===== config.mk =====
export PLATFORM = sky130hd
export DESIGN_NAME = j1_uart_io
export DESIGN_NICKNAME = d
export VERILOG_FILES = /design/src/rtl/j1_uart_io.sv
export SDC_FILE = /design/constraint.sdc
export NUM_CORES = 1
export LEC_CHECK = 0
export ABC_AREA = 1
export BUFFER_PORTS_ARGS = -buffer_cell sky130_fd_sc_hd__buf_2
export CAP_MARGIN = 20
export CORE_MARGIN = 1
export CORE_UTILIZATION = 49
export CTS_BUF_LIST = sky130_fd_sc_hd__clkbuf_16
export DETAILED_ROUTE_END_ITERATION = 16
export HOLD_SLACK_MARGIN = 0.12
export PLACE_DENSITY = 0.87
export SLEW_MARGIN = 20
export SYNTH_ARGS = -nofsm -noshare
export SYNTH_HDL_FRONTEND = slang
export SYNTH_SLANG_ARGS = --single-unit

===== constraint.sdc =====
create_clock -name clk -period 2.5 [get_ports clk]
set_input_delay 0.25 -clock clk [delete_from_list [all_inputs] [get_ports clk]]
set_output_delay 0.25 -clock clk [all_outputs]
set_load 0.1 [all_outputs]

===== src/rtl/j1_uart_io.sv =====
// j1_uart_io: memory-mapped UART for the J1 CPU.
// DATA at 16'h1000, FLAGS at 16'h2000, IRQEN at 16'h4000. The receive path has a 2-flop
// synchronizer, a start-bit glitch filter, and framing-error detection.
// Build option J1_UART_RX_FIFO_EN: when defined, received bytes go into a 2^RXDEPTHBITS-entry
// FIFO. When undefined, they go into a single holding register.
module j1_uart_io #(
  parameter int unsigned CLKDIV      = 104,
  parameter int unsigned RXDEPTHBITS = 4
) (
  input  logic        clk,
  input  logic        resetq,
  input  logic        io_rd,
  input  logic        io_wr,
  input  logic [63:0] io_addr,
  input  logic [63:0] io_dout,
  output logic [63:0] io_din,
  output logic        interrupt_request,
  input  logic        uart_rx,
  output logic        uart_tx
);
  localparam int unsigned DivW = $clog2(CLKDIV);
  localparam logic [DivW-1:0] DivFull = DivW'(CLKDIV - 1);
  localparam logic [DivW-1:0] DivHalf = DivW'(CLKDIV / 2 - 1);
  localparam logic [DivW-1:0] DivOne  = DivW'(1);

  typedef enum logic [1:0] {StIdle, StStart, StData, StStop} rx_state_e;

  logic       sel_data, sel_flags, sel_irqen;
  logic       data_rd, flags_rd, data_wr, irqen_wr;
  logic       irq_en, overrun, frame_err;
  logic       rx_avail, rx_full, pop;
  logic [7:0] rx_head;
  logic       unused_io;

  assign sel_data  = io_addr[15:0] == 16'h1000;
  assign sel_flags = io_addr[15:0] == 16'h2000;
  assign sel_irqen = io_addr[15:0] == 16'h4000;
  assign data_rd   = io_rd & sel_data;
  assign flags_rd  = io_rd & sel_flags;
  assign data_wr   = io_wr & sel_data;
  assign irqen_wr  = io_wr & sel_irqen;
  assign pop       = data_rd & rx_avail;
  assign unused_io = ^{io_addr[63:16], io_dout[63:8]};

  // ---------------- transmitter ----------------
  logic            tx_busy;
  logic [8:0]      tx_shift;
  logic [3:0]      tx_bits;
  logic [DivW-1:0] tx_div;

  // Transmit shifter: the start bit is driven on the write edge; then 8 data bits and the stop bit.
  always_ff @(posedge clk or negedge resetq) begin
    if (!resetq) begin
      tx_busy  <= 1'b0;
      tx_shift <= '0;
      tx_bits  <= '0;
      tx_div   <= '0;
      uart_tx  <= 1'b1;
    end else if (!tx_busy) begin
      if (data_wr) begin
        tx_busy  <= 1'b1;
        uart_tx  <= 1'b0;
        tx_shift <= {1'b1, io_dout[7:0]};
        tx_bits  <= 4'd9;
        tx_div   <= DivFull;
      end
    end else if (tx_div != '0) begin
      tx_div <= tx_div - DivOne;
    end else if (tx_bits == '0) begin
      tx_busy <= 1'b0;  // stop bit has been held a full bit time
    end else begin
      uart_tx  <= tx_shift[0];
      tx_shift <= {1'b0, tx_shift[8:1]};
      tx_bits  <= tx_bits - 4'd1;
      tx_div   <= DivFull;
    end
  end

  // ---------------- receiver ----------------
  logic            rx_s1, rx_s2, rx_prev;
  rx_state_e       rx_state;
  logic [DivW-1:0] rx_div;
  logic [2:0]      rx_bit;
  logic [7:0]      rx_shift;
  logic            rx_push, rx_ferr;

  // Synchronizer plus a delayed copy that is used for falling-edge detection; all flops idle high.
  always_ff @(posedge clk or negedge resetq) begin
    if (!resetq) begin
      rx_s1   <= 1'b1;
      rx_s2   <= 1'b1;
      rx_prev <= 1'b1;
    end else begin
      rx_s1   <= uart_rx;
      rx_s2   <= rx_s1;
      rx_prev <= rx_s2;
    end
  end

  // Receive FSM: samples at mid-bit and emits one-cycle push / framing-error pulses.
  always_ff @(posedge clk or negedge resetq) begin
    if (!resetq) begin
      rx_state <= StIdle;
      rx_div   <= '0;
      rx_bit   <= '0;
      rx_shift <= '0;
      rx_push  <= 1'b0;
      rx_ferr  <= 1'b0;
    end else begin
      rx_push <= 1'b0;
      rx_ferr <= 1'b0;
      case (rx_state)
        StIdle: begin
          if (rx_prev && !rx_s2) begin
            rx_state <= StStart;
            rx_div   <= DivHalf;
          end
        end
        StStart: begin
          if (rx_div != '0) begin
            rx_div <= rx_div - DivOne;
          end else if (!rx_s2) begin
            rx_state <= StData;
            rx_div   <= DivFull;
            rx_bit   <= '0;
          end else begin
            rx_state <= StIdle;  // a pulse this short is treated as a glitch
          end
        end
        StData: begin
          if (rx_div != '0) begin
            rx_div <= rx_div - DivOne;
          end else begin
            rx_shift <= {rx_s2, rx_shift[7:1]};
            rx_div   <= DivFull;
            rx_bit   <= rx_bit + 3'd1;
            if (rx_bit == 3'd7) rx_state <= StStop;
          end
        end
        StStop: begin
          if (rx_div != '0) begin
            rx_div <= rx_div - DivOne;
          end else begin
            rx_push  <= rx_s2;
            rx_ferr  <= !rx_s2;
            rx_state <= StIdle;
          end
        end
        default: rx_state <= StIdle;
      endcase
    end
  end

  // ---------------- receive buffer ----------------
`ifdef J1_UART_RX_FIFO_EN
  localparam int unsigned Depth = 2 ** RXDEPTHBITS;
  localparam logic [RXDEPTHBITS-1:0] PtrOne = RXDEPTHBITS'(1);

  logic [7:0]             mem [Depth];
  logic [RXDEPTHBITS-1:0] wptr, rptr;
  logic [RXDEPTHBITS:0]   count;
  logic                   push_ok;

  assign rx_avail = count != '0;
  assign rx_full  = count[RXDEPTHBITS];
  assign rx_head  = mem[rptr];
  assign push_ok  = rx_push & (!rx_full | pop);

  // Storage array; its contents are only meaningful between rptr and wptr.
  always_ff @(posedge clk) begin
    if (push_ok) mem[wptr] <= rx_shift;
  end

  // Pointer and occupancy bookkeeping; a simultaneous push and pop leaves the count unchanged.
  always_ff @(posedge clk or negedge resetq) begin
    if (!resetq) begin
      wptr  <= '0;
      rptr  <= '0;
      count <= '0;
    end else begin
      if (push_ok) wptr <= wptr + PtrOne;
      if (pop)     rptr <= rptr + PtrOne;
      count <= count + {{RXDEPTHBITS{1'b0}}, push_ok} - {{RXDEPTHBITS{1'b0}}, pop};
    end
  end
`else
  logic [7:0] hold;
  logic       hold_full;
  logic       unused_depth;

  assign rx_avail     = hold_full;
  assign rx_full      = hold_full;
  assign rx_head      = hold;
  assign unused_depth = RXDEPTHBITS != 0;

  // Single holding register; a push that comes with a pop replaces the byte being read.
  always_ff @(posedge clk or negedge resetq) begin
    if (!resetq) begin
      hold      <= '0;
      hold_full <= 1'b0;
    end else if (rx_push && (!hold_full || pop)) begin
      hold      <= rx_shift;
      hold_full <= 1'b1;
    end else if (pop) begin
      hold_full <= 1'b0;
    end
  end
`endif

  // Control and sticky status. A new error event takes priority over a clear from a FLAGS read.
  always_ff @(posedge clk or negedge resetq) begin
    if (!resetq) begin
      irq_en            <= 1'b0;
      overrun           <= 1'b0;
      frame_err         <= 1'b0;
      interrupt_request <= 1'b0;
    end else begin
      if (irqen_wr) irq_en <= io_dout[0];
      if (rx_push && rx_full && !pop) overrun <= 1'b1;
      else if (flags_rd)              overrun <= 1'b0;
      if (rx_ferr)       frame_err <= 1'b1;
      else if (flags_rd) frame_err <= 1'b0;
      interrupt_request <= irq_en & rx_avail;
    end
  end

  // Read mux: combinational, so the data is valid in the same cycle as io_rd.
  always_comb begin
    io_din = '0;
    if (sel_data) begin
      io_din[7:0] = rx_avail ? rx_head : 8'h00;
    end else if (sel_flags) begin
      io_din[4:0] = {frame_err, irq_en, overrun, rx_avail, tx_busy};
    end
  end

endmodule


==> impl_results.md, run 1 <==
- PD cells: 798 nW/um2
- Die width: 88.7 um
- Dpl hpwl: 5.07 mm
- WL met1: 3.08 mm
- Initial DRT Pass Iterations: 5
- Slew margin rel.: 61.5%
- Cell Area, Placed: 3760 um2
- Most common cell on crit path: nor2_1
- Seq pwr share: 34.7%
- Largest stage delay, worst path: 0.43 ns
- HP Class: input pin to register
- Sequential-to-total area share from yosys stat: 40.9%
- Synth Area in XOR/XNOR: 0.950%
- First-pass GRT wire length: 12.1 mm
- WP buf/inv: 3
- Final core occ: 56.1%
- Gate power share: 29.1%
- Syn Std Cell Area: 3690 um2
- Total grt overflow: 0
- Fin area: 4070 um2
- CP required: 2.25 ns
- Met3 WL post-DR: 382 um
- Worst slack, placed: 0.339 ns
- Post-Synth Simple-Gate Area: 32.2%
- Tmin final: 2.23 ns
- Post-Syn Area per Cell: 7.68 um2
- Die Ht: 88.7 um
- Main combinational cell family by area after synthesis: simple AND/OR/NAND/NOR gates
- Vias in the first global route: 2,764
- GRT Total Usage: 20.2%
- Synth Register Bits: 60
- Commonest non-fill, non-tap cell in the layout: nand2_1
- Std-Cell Rows: 31
- Num CTS Buffers: 9
- Crit path launch type: input pin
- Syn Inst Count: 480
- N_diodes: 0
- Max-Cap Viols: 0
- Largest net degree at the start of global routing: 37
- Net Sw Frac: 38.1%
- Status: finished, final reports clean
- Arrival @ worst endpoint: 1.98 ns
- CTS tree: built
- Antenna violations before repair: 1
- Crit path cell chain: buf_2 -> nor2_1 -> nand2_1 -> nor2_1 -> nand2_1 -> nor2_1 -> inv_1 -> nor2_2 -> buf_2
- CP startpoint: io_addr[14]
- Ports: 199
- CTS H-Tree Depth: 3
- Skew-Pair Late Insertion Delay: 0.33 ns
- I/O Buffers: 38
- Post-route DRC: 0
- Die area: 7870 um2
- Reg2reg start: tx_div[0]
- Leak: 0.00224 uW
- Compound-Gate Fraction of Synth Area: 4.65%
- Total Wirelength: 7.29 mm
- Highest routed layer: met5
- Maximum clock path buffer count: 2
- ANT nets after route: 0
- Final hold vios: 0
- Clk pwr share: 36.2%
- Peak fanout along the critical path: 6
- Resize count post-CTS: 0
- Yosys Warn Count: 0
- 1st-iter DRT viols: 268
- Area Overhead vs Synth: 10.4%
- Fin nets: 668
- Clock transition at the registers of the reported paths: 0.05 ns
- Post-Synth Adder-Cell Area: 4.07%
- Crit Path Class: input pin to output port
- Num Clock Sinks: 60
- Mux contribution to synthesized area: 0%
- RSZ-0062 raised after global routing: no
- Pins Over Slew Limit: 0
- Via/cell ratio: 4.90
- # fillers: 627
- Worst-Margin Slew: 0.578 ns
- Peak VDD IR: 0.000494 V
- GP Congestion: 0.870
- Worst path slowest cell: buf_2
- Worst Clk Skew: 0.00317 ns
- Vias: 3,070
- Post-synthesis cell type count: 32
- Met2 WL: 3.74 mm
- Wire per inst: 11.6 um
- Cell Count Post-Placement: 609
- Final Setup Violations: 0
- # Post-CTS Setup Buffers: 0
- Initial core utilization: 50.8%
- Core box area: 7250 um2
- Setup WS post-layout: 0.273 ns
- Non-filler cells in the finished layout: 627
- Int Power: 2010 uW
- Hold path start: io_dout[2]
- Max Clock Freq: 449 MHz
- Fin crit share: 89.1%
- Clk root buf: clkbuf_16
- Sw power: 1240 uW
- Layout cells sized above 1: 15.7%
- Crit. End Element: output port
- Worst path top cell family by delay: simple AND/OR/NAND/NOR gates
- Commonest non-fill, non-tap cells in the layout: nand2_1, dfrtp_1, conb_1
## power groups by stage
stage / clock, uW / combinational [uW] / sequential [uW]
finish: 1180 / 946 / 1120
global route: 1230 / 1050 / 1140
CTS: 1190 / 943 / 1120
detailed placement: 0 / 932 / 1140
global placement: 0 / 902 / 1130
floorplan: 0 / 854 / 1120
## synth_stat cells
master / number / area, um2
nand2_2: 8 / 50.1
or2_2: 1 / 6.26
a21oi_1: 9 / 45.0
o21bai_1: 1 / 7.51
nor2_2: 2 / 12.5
buf_6: 2 / 22.5
inv_1: 38 / 143
buf_2: 5 / 25.0
xnor2_1: 3 / 26.3
nor3_2: 1 / 10.0
nand4_4: 1 / 21.3
a21oi_4: 1 / 16.3
xor2_1: 1 / 8.76
o21ai_1: 4 / 20.0
dfstp_2: 4 / 105
inv_2: 3 / 11.3
nand2_1: 143 / 537
buf_4: 57 / 428
nand4_1: 12 / 75.1
nor2_1: 41 / 154
nand3_1: 48 / 240
nand3b_1: 4 / 30.0
clkbuf_1: 1 / 3.75
dfrtp_1: 56 / 1400
o21ai_0: 13 / 65.1
nand2_4: 1 / 11.3
nor2_4: 2 / 22.5
conb_1: 1 / 3.75
a21o_2: 2 / 17.5
or2_1: 1 / 6.26
ha_1: 12 / 150
nor3_1: 2 / 10.0
## state kept, by name, indices dropped and copies added (netlist names), 3 cells and up, named ones only
| register | count |
|---|---|
| tx_div | 7 |
| hold | 8 |
| rx_bit | 3 |
| rx_shift | 8 |
| tx_shift | 9 |
| tx_bits | 4 |
| rx_div | 7 |
## metrics by stage
stage / total power (uW) / setup TNS [ns] / hold WS [ns]
2_1_floorplan: 1980 / -1.98 / -0.0456
3_3_place_gp: 2030 / 0 / 0.272
4_1_cts: 3260 / 0 / 0.243
5_1_grt: 3420 / 0 / 0.276
3_5_place_dp: 2070 / 0 / 0.278
6_report: 3250 / 0 / 0.257
## repair_timing
action,in CTS,in global routing
hold buffers,2,0
hold endpoints to repair,22,0
setup endpoints to repair,0,0
## final timing paths
check | slack [ns] | cells after the start | end
max | 0.27 | 9 | io_din[6]
min | 0.26 | 5 | tx_shift[2]
max reg2reg | 0.59 | 7 | tx_shift[0]
min reg2reg | 0.36 | 0 | rx_s2
max in group asynchronous | 1.40 | 3 | uart_tx
min in group asynchronous | 0.46 | 2 | rx_div[1]
## routing by layer
metal | global-route usage [%] | vias up
li1 | - | 1501
met1 | 23.7 | 1460
met2 | 35.0 | 96
met3 | 6.16 | 11
met4 | 7.18 | 2
met5 | 0 | -
## area by class of cell
cell class / count / area [um2] / area share [%]
multi-input combinational: 369 / 1760 / 43.3
sequential: 60 / 1510 / 37.0
inverter: 41 / 154 / 3.78
clock buffer: 9 / 225 / 5.54
tap: 99 / 124 / 3.05
clock inverter: 7 / 60.1 / 1.48
timing repair buffer: 42 / 238 / 5.84
## worst reg2reg max path, stage by stage, from the launching register on
cell	delay [ns]
dfrtp_1	0.37
inv_1	0.18
ha_1	0.27
nand4_4	0.17
a21oi_4	0.44
nand2_4	0.19
nand2_1	0.11
nand2_1	0.06
## logic make-up (layout without fill, tap and decap cells)
family	Yosys count	in the layout
flip-flops	60	60
AND/OR/NAND/NOR	267	267
other	1	56
AO/OA/AOI/OAI	30	30
XOR/XNOR	4	4
buffers and inverters	106	99
adder cells (fa/ha/maj)	12	12
Power figures use the tool's default switching activity.
==> run 2, diff against run 1 <==
Clock period 2.5 ns to 2.8 ns, I/O delays scaled along.
==> impl_results.md, run 2 (synthesized netlist as in run 1, its figures left out) <==
- Setup TNS: 0 ns (unchanged)
- Arrival @ worst endpoint: 1.95 ns (-0.03 ns)
- Post-route DRC: 0 (unchanged)
- Commonest non-fill, non-tap cells in the layout: nand2_1, dfrtp_1, conb_1
- Int Power: 1800 uW (-10%)
- Leak: 0.00224 uW (-0.33%)
- Clk pwr share: 36.5% (+0.3 points)
- WP buf/inv: 3 (unchanged)
- Most common cell on crit path: nor2_1
- Largest regs: tx_shift (9), hold (8), rx_shift (8)
- Dpl hpwl: 5.01 mm (-1.2%)
- Crit. End Element: output port
- Clock transition at the registers of the reported paths: 0.05 ns (about the same)
- Final hold vios: 0 (unchanged)
- GRT Total Usage: 19.3% (-0.87 points)
- Reg with most FFs: tx_shift
- Initial DRT Pass Iterations: 5 (unchanged)
- Die width: 88.7 um (unchanged)
- Die Ht: 88.7 um (unchanged)
- I/O Buffers: 38 (unchanged)
- First-pass GRT wire length: 11.6 mm (-3.8%)
- Fin area: 4070 um2 (about the same)
- Setup WS post-layout: 0.569 ns (+0.296 ns)
- Antenna violations before repair: 1 (unchanged)
- 1st-iter DRT viols: 339 (+26%)
- Seq pwr share: 34.3% (-0.4 points)
- Largest net degree at the start of global routing: 51 (+38%)
- Cell Area, Placed: 3750 um2 (-0.33%)
- Worst path slowest cell: buf_2
- CTS tree: built
- Area Overhead vs Synth: 10.3% (about the same)
- Die area: 7870 um2 (unchanged)
- Vias: 3,025 (-1.5%)
- Peak fanout along the critical path: 6 (unchanged)
- Status: finished, final reports clean
- Maximum clock path buffer count: 2 (unchanged)
- Ports: 199 (unchanged)
- Commonest non-fill, non-tap cell in the layout: nand2_1
- Std-Cell Rows: 31 (unchanged)
- Gate power share: 29.2% (about the same)
- Layout cells sized above 1: 15.5% (-0.22 points)
- Pins Over Slew Limit: 0 (unchanged)
- Net Sw Frac: 38.5% (+0.48 points)
- Tmin final: 2.23 ns
- CP required: 2.52 ns (+0.27 ns)
- Max Clock Freq: 448 MHz
- Crit path launch type: input pin
- HP Class: input pin to register
- Final Setup Violations: 0 (unchanged)
- Non-filler cells in the finished layout: 628 (+0.16%)
- Crit Path Class: input pin to output port
- Total grt overflow: 0 (unchanged)
- Reg2reg setup slack: 0.92 ns (+0.33 ns)
- Total Wirelength: 7.14 mm (-2.1%)
- Slew margin rel.: 58.9% (-2.6 points)
- PD cells: 721 nW/um2 (-9.6%)
- Fin nets: 669 (+0.15%)
- Worst Clk Skew: 0.00738 ns (+0.00421 ns)
- Clk root buf: clkbuf_16
- Skew-Pair Late Insertion Delay: 0.33 ns (about the same)
- N_diodes: 0 (unchanged)
- Wire per inst: 11.4 um (-2.3%)
- Vias in the first global route: 2,670 (-3.4%)
- Num Clock Sinks: 60 (unchanged)
- ANT nets after route: 0 (unchanged)
- CTS H-Tree Depth: 3 (unchanged)
- Num CTS Buffers: 9 (unchanged)
- Worst-Margin Slew: 0.617 ns (+0.0386 ns)
- Worst slack, placed: 0.605 ns (+0.266 ns)
- Worst path top cell family by delay: simple AND/OR/NAND/NOR gates
- Core box area: 7250 um2 (unchanged)
- Max-Cap Viols: 0 (unchanged)
- Initial core utilization: 50.8% (unchanged)
- Fin crit share: 79.7%
- Largest register FFs: 9 (unchanged)
- GP Congestion: 0.879 (+1.0%)
- Crit path cell chain: buf_2 -> nor2_1 -> nand2_1 -> nor2_1 -> nand2_1 -> nor2_1 -> inv_1 -> nor2_1 -> buf_2
- Sw power: 1130 uW (-8.5%)
- Final core occ: 56.0% (about the same)
- Via/cell ratio: 4.82 (-1.6%)
- Cell Count Post-Placement: 610 (+0.16%)
- Largest stage delay, worst path: 0.43 ns (about the same)
- Peak VDD IR: 0.000390 V (-21%)
- RSZ-0062 raised after global routing: no
==> run 2: changes by cell type in the layout (fill, tap and decap cells not counted), moves of 2 or more <==
cell | before | now
nor2_1 | 38 | 41
nor2_2 | 5 | 2
inv_1 | 40 | 38
buf_4 | 1 | 4
==> run 2: stage by stage <==
stage	total power, uW	hold WS [ns]
2_1_floorplan	1760	-0.0156
3_3_place_gp	1810	0.347
3_5_place_dp	1860	0.349
4_1_cts	2940	0.195
5_1_grt	3070	0.284
6_report	2930	0.272
==> run 2: worst reg2reg max path: cells and delay by family (launching register included) <==
| kind | cells | cell delay (ns) |
|---|---|---|
| fa+ha+maj | 1 | 0.26 |
| compound gates | 1 | 0.43 |
| simple gates | 4 | 0.51 |
| flops | 1 | 0.38 |
| buf+inv | 1 | 0.19 |
==> run 2: path summary, 6_finish.rpt <==
path	startpoint	to	depth (start not counted)
worst max-delay path	io_addr[11]	io_din[6]	9
min in group asynchronous	resetq	rx_div[1]	2
worst max register to register	tx_div[0]	tx_bits[3]	7
worst min register to register	rx_s1	rx_s2	0
worst min-delay path	io_wr	irq_en	3
max in group asynchronous	resetq	rx_shift[4]	3
==> run 2: area by class of cell <==
class,instances,area (um2)
Sequential cell,60,1510
Timing Repair Buffer,43,235
Multi-Input combinational cell,369,1750
Clock buffer,9,225
Fill cell,643,3190
Inverter,41,154
Clock inverter,7,67.6
Tap cell,99,124
==> run 2: per-layer routing <==
layer | share of wire [%] | wire (um) | global-route usage (%) | vias up
met4 | 1.1 | 77 | 9.82 | 2
met5 | 0.15 | 11 | 0 | -
met3 | 5.5 | 391 | 4.48 | 14
met1 | 43 | 3080 | 23.7 | 1412
li1 | - | - | - | 1495
met2 | 50 | 3570 | 31.9 | 102
==> run 2: what timing repair did <==
| action | in CTS | in global routing |
|---|---|---|
| hold buffers | 1 | 1 |
| buffers inserted | 0 | 0 |
| endpoints found under the hold margin | 1 | 44 |
| resized for setup | 0 | 0 |
==> run 2: power groups by stage <==
stage | clock network [uW] | logic [uW] | registers, uW
floorplan | 0 | 763 | 1000
global placement | 0 | 803 | 1010
detailed placement | 0 | 837 | 1020
CTS | 1090 | 846 | 1000
global route | 1130 | 925 | 1010
finish | 1070 | 855 | 1010
